===== config.mk =====
export PLATFORM = sky130hd
export DESIGN_NAME = fetch_sequencer
export DESIGN_NICKNAME = d
export VERILOG_FILES = /design/src/rtl/fetch_pkg.sv /design/src/rtl/fetch_fifo.sv /design/src/rtl/fetch_sequencer.sv
export SDC_FILE = /design/constraint.sdc
export NUM_CORES = 1
export LEC_CHECK = 0
export ABC_AREA = 1
export BUFFER_PORTS_ARGS = -buffer_cell sky130_fd_sc_hd__buf_2
export CORE_MARGIN = 3
export CORE_UTILIZATION = 26
export CTS_CLUSTER_DIAMETER = 80
export DETAILED_ROUTE_END_ITERATION = 10
export GPL_TIMING_DRIVEN = 0
export PLACE_DENSITY = 0.51
export SLEW_MARGIN = 25
export SYNTH_ARGS = -nofsm -noshare
export SYNTH_HDL_FRONTEND = slang
export SYNTH_SLANG_ARGS = --single-unit

===== constraint.sdc =====
create_clock -name clk -period 7.55 [get_ports clk]
set_input_delay 1.51 -clock clk [delete_from_list [all_inputs] [get_ports clk]]
set_output_delay 1.51 -clock clk [all_outputs]
set_load 0.05 [all_outputs]

===== src/rtl/fetch_pkg.sv =====
// Shared types for the instruction-fetch slice: NOP encoding, FSM states and
// the prefetch buffer entry layout.
package fetch_pkg;

  localparam logic [31:0] NOP_INST = 32'h0000_0013;

  typedef enum logic [1:0] {
    RUN    = 2'd0,
    HALTED = 2'd1,
    FAULT  = 2'd2
  } fetch_state_e;

  typedef struct packed {
    logic [63:0] pc;
    logic [31:0] inst;
  } fetch_entry_t;

  function automatic logic is_aligned(input logic [63:0] addr);
    return addr[1:0] == 2'b00;
  endfunction

endpackage


===== src/rtl/fetch_fifo.sv =====
// Prefetch buffer: synchronous FIFO with flush (beats push) and push-on-full
// allowed when a pop happens in the same cycle.
module fetch_fifo
  import fetch_pkg::*;
#(
  parameter int unsigned DEPTH = 2
) (
  input  logic         clk,
  input  logic         reset,
  input  logic         flush,
  input  logic         push,
  input  fetch_entry_t push_data,
  input  logic         pop,
  output fetch_entry_t head,
  output logic         full,
  output logic         empty
);

  localparam int unsigned AW = $clog2(DEPTH);

  fetch_entry_t   mem [DEPTH];
  logic [AW:0]    wr_ptr;
  logic [AW:0]    rd_ptr;
  logic           do_push;
  logic           do_pop;

  // Extra pointer bit distinguishes full from empty when the indices match.
  assign empty   = (wr_ptr == rd_ptr);
  assign full    = (wr_ptr[AW] != rd_ptr[AW]) && (wr_ptr[AW-1:0] == rd_ptr[AW-1:0]);
  assign do_pop  = pop && !empty;
  assign do_push = push && (!full || do_pop);
  assign head    = mem[rd_ptr[AW-1:0]];

  always_ff @(posedge clk) begin
    if (reset || flush) begin
      wr_ptr <= '0;
      rd_ptr <= '0;
    end else begin
      if (do_push) wr_ptr <= wr_ptr + 1'b1;
      if (do_pop)  rd_ptr <= rd_ptr + 1'b1;
    end
  end

  always_ff @(posedge clk) begin
    if (do_push && !flush) mem[wr_ptr[AW-1:0]] <= push_data;
  end

endmodule


===== src/rtl/fetch_sequencer.sv =====
// Instruction-fetch controller: PC, prefetch buffer, redirects, end-of-image halt.
// Optional performance counters are built when FETCH_PERF_EN is defined.
module fetch_sequencer
  import fetch_pkg::*;
#(
  parameter int unsigned IMEM_BYTES = 672,
  parameter logic [63:0] RESET_PC   = 64'h0,
  parameter int unsigned FIFO_DEPTH = 2
) (
  input  logic        clk,
  input  logic        reset,
  output logic [63:0] imem_addr,
  input  logic [31:0] imem_inst,
  input  logic        redirect_valid,
  input  logic [63:0] redirect_pc,
  input  logic        id_ready,
  output logic        if_valid,
  output logic [31:0] if_inst,
  output logic [63:0] if_pc,
  output logic        halt,
  output logic        fault,
  output logic [31:0] fetch_count,
  output logic [31:0] bubble_count
);

  localparam logic [63:0] LAST_PC = 64'(IMEM_BYTES) - 64'd4;

  fetch_state_e state;
  logic [63:0]  pc;
  fetch_entry_t head;
  fetch_entry_t push_data;
  logic         fifo_full;
  logic         fifo_empty;
  logic         pop;
  logic         in_image;
  logic         fetch;
  logic         push;
  logic         redir_take;
  logic         redir_bad;

  assign if_valid   = !fifo_empty;
  assign pop        = if_valid && id_ready;
  assign in_image   = (pc <= LAST_PC);
  assign redir_take = redirect_valid && (state != FAULT);
  assign redir_bad  = redir_take && !is_aligned(redirect_pc);
  assign fetch      = (state == RUN) && in_image && (!fifo_full || pop);
  // A redirect kills the fetch of the same cycle along with the buffer.
  assign push       = fetch && !redir_take;
  assign push_data  = '{pc: pc, inst: imem_inst};

  fetch_fifo #(.DEPTH(FIFO_DEPTH)) u_fifo (
    .clk       (clk),
    .reset     (reset),
    .flush     (redir_take),
    .push      (push),
    .push_data (push_data),
    .pop       (pop),
    .head      (head),
    .full      (fifo_full),
    .empty     (fifo_empty)
  );

  always_ff @(posedge clk) begin
    if (reset) begin
      pc    <= RESET_PC;
      state <= RUN;
    end else if (redir_take) begin
      if (redir_bad) begin
        state <= FAULT;
      end else begin
        pc    <= redirect_pc;
        state <= RUN;
      end
    end else begin
      case (state)
        RUN: begin
          if (fetch)          pc    <= pc + 64'd4;
          else if (!in_image) state <= HALTED;
        end
        default: ;
      endcase
    end
  end

  assign imem_addr = pc;
  assign if_inst   = if_valid ? head.inst : NOP_INST;
  assign if_pc     = if_valid ? head.pc   : 64'h0;
  assign halt      = (state == HALTED) && fifo_empty;
  assign fault     = (state == FAULT);

`ifdef FETCH_PERF_EN
  logic [31:0] fetch_cnt_q;
  logic [31:0] bubble_cnt_q;
  logic        bubble;

  assign bubble = id_ready && !if_valid && (state == RUN);

  always_ff @(posedge clk) begin
    if (reset) begin
      fetch_cnt_q  <= '0;
      bubble_cnt_q <= '0;
    end else begin
      if (pop && (fetch_cnt_q != 32'hFFFF_FFFF))     fetch_cnt_q  <= fetch_cnt_q + 32'd1;
      if (bubble && (bubble_cnt_q != 32'hFFFF_FFFF)) bubble_cnt_q <= bubble_cnt_q + 32'd1;
    end
  end

  assign fetch_count  = fetch_cnt_q;
  assign bubble_count = bubble_cnt_q;
`else
  assign fetch_count  = 32'h0;
  assign bubble_count = 32'h0;
`endif

endmodule


==> impl.org <==
** Outcome
- Run status :: finished clean

** Floorplan
- Num rows :: 78
- From bottom edge to top edge, the die measures 223 µm.
- Initial Utilization :: 26.7%
- In this run the horizontal extent of the chip is 223 µm.
- The floorplan step defined a die boundary enclosing 49800 µm².
- Area of the core :: 46000 µm²
- 327 I/O pins were placed.

** Power and ir drop
- Of the total power, registers draw 44.9%.
- Summed over all cells, the static leakage comes to 6.71 nW.
- Internal power contribution :: 2.66 mW
- Worst supply voltage drop on vdd :: 138 µV
- After layout, the design draws a total of 3.61 mW.
- Power share of the clock group :: 44.4%
- Combinational logic burns 10.7% of the power.
- Sw power :: 0.957 mW
- Power spread over the standard cell area amounts to 227 nW/µm².
- In this run switching power makes up 26.5% of total power.

** Cells and area
- Area overhead of the layout relative to synthesis :: 29.7%
- Number of nets in the finished design :: 1856
- Footprint of the flip-flops and latches :: 7190 µm²
- In the final layout, the multi-input gates occupy 4320 µm².
- The number of antenna diodes in the final layout is 0.
- Fraction of layout cells with a size suffix above 1 :: 24.3%
- The layout has 4782 filler cells.

** Global route
- Total Routing Usage GR :: 17.4%
- Number of antenna violations at the first check in global routing :: 0
- Entering global routing, the biggest net connects 24 pins.
- Via count of the first global-routing pass :: 10100
- The total overflow left after global routing is 0.
- First-pass GRT wire length :: 65000 µm

** Clock network
- Buffers inserted during clock tree synthesis total 34.
- The number of setup buffers added after CTS is 0.
- TritonCTS built the clock tree.
- Maximum clock insertion buffer count :: 3
- At the later pin of the worst-skew pair, clock insertion delay measures 0.54 ns.
- The clock net in this run drives a total of 263 sinks.
- The number of gates resized after CTS was 0.
- The cell sitting at the root of the clock tree is a sky130_fd_sc_hd__clkbuf_16.
- For this design, the CTS-stage hold fixing added 0 buffers.
- Clock-pin slew reported for the worst setup and hold paths after clock tree synthesis :: 0.05 ns
- CTS built an H-tree with a depth of 2.

** STA
- Final number of setup-violating endpoints :: 0
- The total count of hold-check failures in the final report is 0.
- Maximum frequency from static timing analysis :: 0.203 GHz
- On the final layout, the worst clock skew is 0.0285 ns.
- The number of max-slew violations in the final report came to 0.
- In this run the tightest slew margin relative to its limit is 40.8%.
- Final-layout setup total negative slack :: 0 ns
- At the pin with the least slew margin, the transition time is 0.888 ns.
- After layout, the minimum clock period comes to 4.92 ns.
- Fraction of the cycle the final worst path needs :: 65.1%
- Worst hold slack :: 0.480 ns
- Unrepaired setup endpoints after global routing :: false

** Run
- # Max-Cap Violations :: 0

** Worst setup path
- Largest driver fanout on the critical path :: 10
- STA classifies the critical path startpoint as a flip-flop.
- In this run the register-to-register setup slack is 4.37 ns.
- Critical path class :: reg -> out
- The worst setup path is captured at an output port.
- Data required, critical path :: 6.04 ns
- Data arrives at the worst endpoint at 3.41 ns.
- Start of the worst register-to-register path :: imem_addr[31]$_SDFFE_PP0P_
- The number of cells on the worst reg-to-reg path is 11.
- Terminus of the critical flop-to-flop path :: u_fifo.mem[0][42]$_DFFE_PP_

** Min path
- Worst Min Path Start :: imem_addr[1]$_SDFFE_PP0P_
- The worst hold path was traced through 2 stages.
- For hold timing, the worst endpoint is imem_addr[1]$_SDFFE_PP0P_.
- Hold Path Class :: reg -> reg

** Logic synthesis
- In this run, synthesis produced a sequential element count of 263.
- The synthesized design spends more area on one cell type than any other, namely sky130_fd_sc_hd__edfxtp_1.
- The commonest cells after synthesis are sky130_fd_sc_hd__nand2_1, sky130_fd_sc_hd__nor2_1, sky130_fd_sc_hd__edfxtp_1.
- The most used flip-flop cell after synthesis is sky130_fd_sc_hd__edfxtp_1.
- Yosys mapped the design onto 36 distinct sky130hd cell types.
- Warning count from the yosys run :: 0
- For this run, asynchronously set or reset flops after synthesis account for 0%.
- Cells taking the most area after synthesis :: sky130_fd_sc_hd__edfxtp_1, sky130_fd_sc_hd__nand2_1, sky130_fd_sc_hd__dfxtp_1, sky130_fd_sc_hd__nor2_1, sky130_fd_sc_hd__a21oi_1
- Among all cell types in the netlist, the one instantiated most often is sky130_fd_sc_hd__nand2_1.
- Synth Instances :: 1384
- Mean post-synth cell area :: 8.86 µm²
- The top cell type by area accounts for 47.0% of the synthesized area.
- Sequential area share after synthesis :: 58.6%
- Post-synth design cell area :: 12300 µm²
- Count of flip-flops with a built-in enable after synthesis :: 192

** Drt
- Dividing the detail-routed wire length by the instance count gives 18.8 µm.
- The highest layer touched by signal routing is met4.
- For this block, the initial DRC count from the detailed router was 903.
- Number of detailed-route iterations in the first pass :: 5
- Average via count per standard cell :: 4.46
- Detailed routing placed a total of 21000 µm of wire on met2.
- In this run the remaining antenna-violating nets after routing total 0.
- Summed over all nets, wire length on met3 after detailed routing comes to 3140 µm.
- Vias after detailed routing :: 10600
- Summed over all layers, the routed wires come to 44600 µm.
- After detailed routing, the number of remaining DRC violations is 0.
- Post-Route M1 WL :: 19300 µm

** Place
- Total half-perimeter wirelength after legalization and detailed placement :: 33200 µm
- Port Buffer Count :: 262
- Routability-driven placement finished with a final weighted congestion of 0.944.
## layer usage
metal | GRT usage, % | vias up
li1 | - | 5195
met1 | 22.9 | 4936
met2 | 28.9 | 394
met3 | 3.91 | 69
met4 | 4.59 | 0
met5 | 0 | -
## area by class of cell
| cell class | instances | share of cell area, % |
|---|---|---|
| buffer | 125 | 4.93 |
| clock buffer | 39 | 5.60 |
| clock inverter | 18 | 1.20 |
| inverter | 58 | 1.37 |
| multi-input combinational | 1001 | 27.2 |
| sequential | 263 | 45.2 |
| tap | 600 | 4.72 |
| timing repair buffer | 272 | 9.79 |
## state kept, by name (all words and copies together) (netlist names), named ones only
name	flops
imem_addr	64
state	2
u_fifo.mem	192
u_fifo.rd_ptr	2
u_fifo.wr_ptr	2
## worst max-delay path, stage by stage (launching register included)
cell and delay [ns]:
sky130_fd_sc_hd__dfxtp_1 0.29, sky130_fd_sc_hd__clkbuf_1 0.27, sky130_fd_sc_hd__clkinv_1 0.30, sky130_fd_sc_hd__clkbuf_1 0.70, sky130_fd_sc_hd__clkbuf_1 0.65, sky130_fd_sc_hd__nand2_1 0.12, sky130_fd_sc_hd__a21oi_1 0.22, sky130_fd_sc_hd__buf_2 0.31
## stage by stage
step,cells,area (µm²),utilization [%],worst slack (ns)
after detailed placement,2319,14800,32.2,3.05
after floorplan,1447,12500,-,0.824
final,2376,15900,34.6,2.63
after global routing,2376,15900,34.6,2.36
after global placement,2309,14600,31.7,-2.77
after CTS,2376,15900,34.6,2.45
## cell usage in the layout, fill, tap and decap left out, types with 18 or more instances in the layout
cell / instances
sky130_fd_sc_hd__nand3_1: 43
sky130_fd_sc_hd__inv_1: 53
sky130_fd_sc_hd__conb_1: 64
sky130_fd_sc_hd__a22oi_1: 20
sky130_fd_sc_hd__nand2_1: 441
sky130_fd_sc_hd__clkbuf_16: 35
sky130_fd_sc_hd__buf_4: 64
sky130_fd_sc_hd__dfxtp_1: 71
sky130_fd_sc_hd__edfxtp_1: 192
sky130_fd_sc_hd__o21ai_1: 40
sky130_fd_sc_hd__nor2_1: 210
sky130_fd_sc_hd__o21ai_0: 18
sky130_fd_sc_hd__clkbuf_1: 40
sky130_fd_sc_hd__buf_2: 273
sky130_fd_sc_hd__a21oi_1: 104
## cell families (layout without fill, tap and decap cells)
family,Yosys count,count (layout),share of synthesized area [%]
other cells,1,64,0.0306
flops,263,263,58.6
xor+xnor,8,8,0.572
buf+inv,183,512,8.17
compound gates,185,185,8.02
simple gates,743,743,24.5
fa+ha+maj,1,1,0.102
## power groups by stage
stage | Sequential [mW] | Combinational (mW) | Clock (mW)
after floorplan | 1.70 | 0.217 | 0
after global placement | 1.65 | 0.382 | 0
after detailed placement | 1.65 | 0.386 | 0
after CTS | 1.62 | 0.387 | 1.66
after global routing | 1.63 | 0.416 | 1.71
final | 1.62 | 0.387 | 1.60
## worst max path at each step
stage | startpoint | end | slack [ns] | cells after the start
global route | flip-flop | if_pc[29] | 2.36 | 7
detailed placement | flip-flop | if_pc[34] | 3.05 | 7
finish | flip-flop | if_pc[35] | 2.63 | 7
global placement | redirect_valid | u_fifo.mem[1][65]$_DFFE_PP_ | -2.77 | 6
floorplan | redirect_valid | u_fifo.mem[0][0]$_DFFE_PP_ | 0.82 | 6
CTS | flip-flop | if_pc[34] | 2.45 | 7
Power figures use the tool's default switching activity.
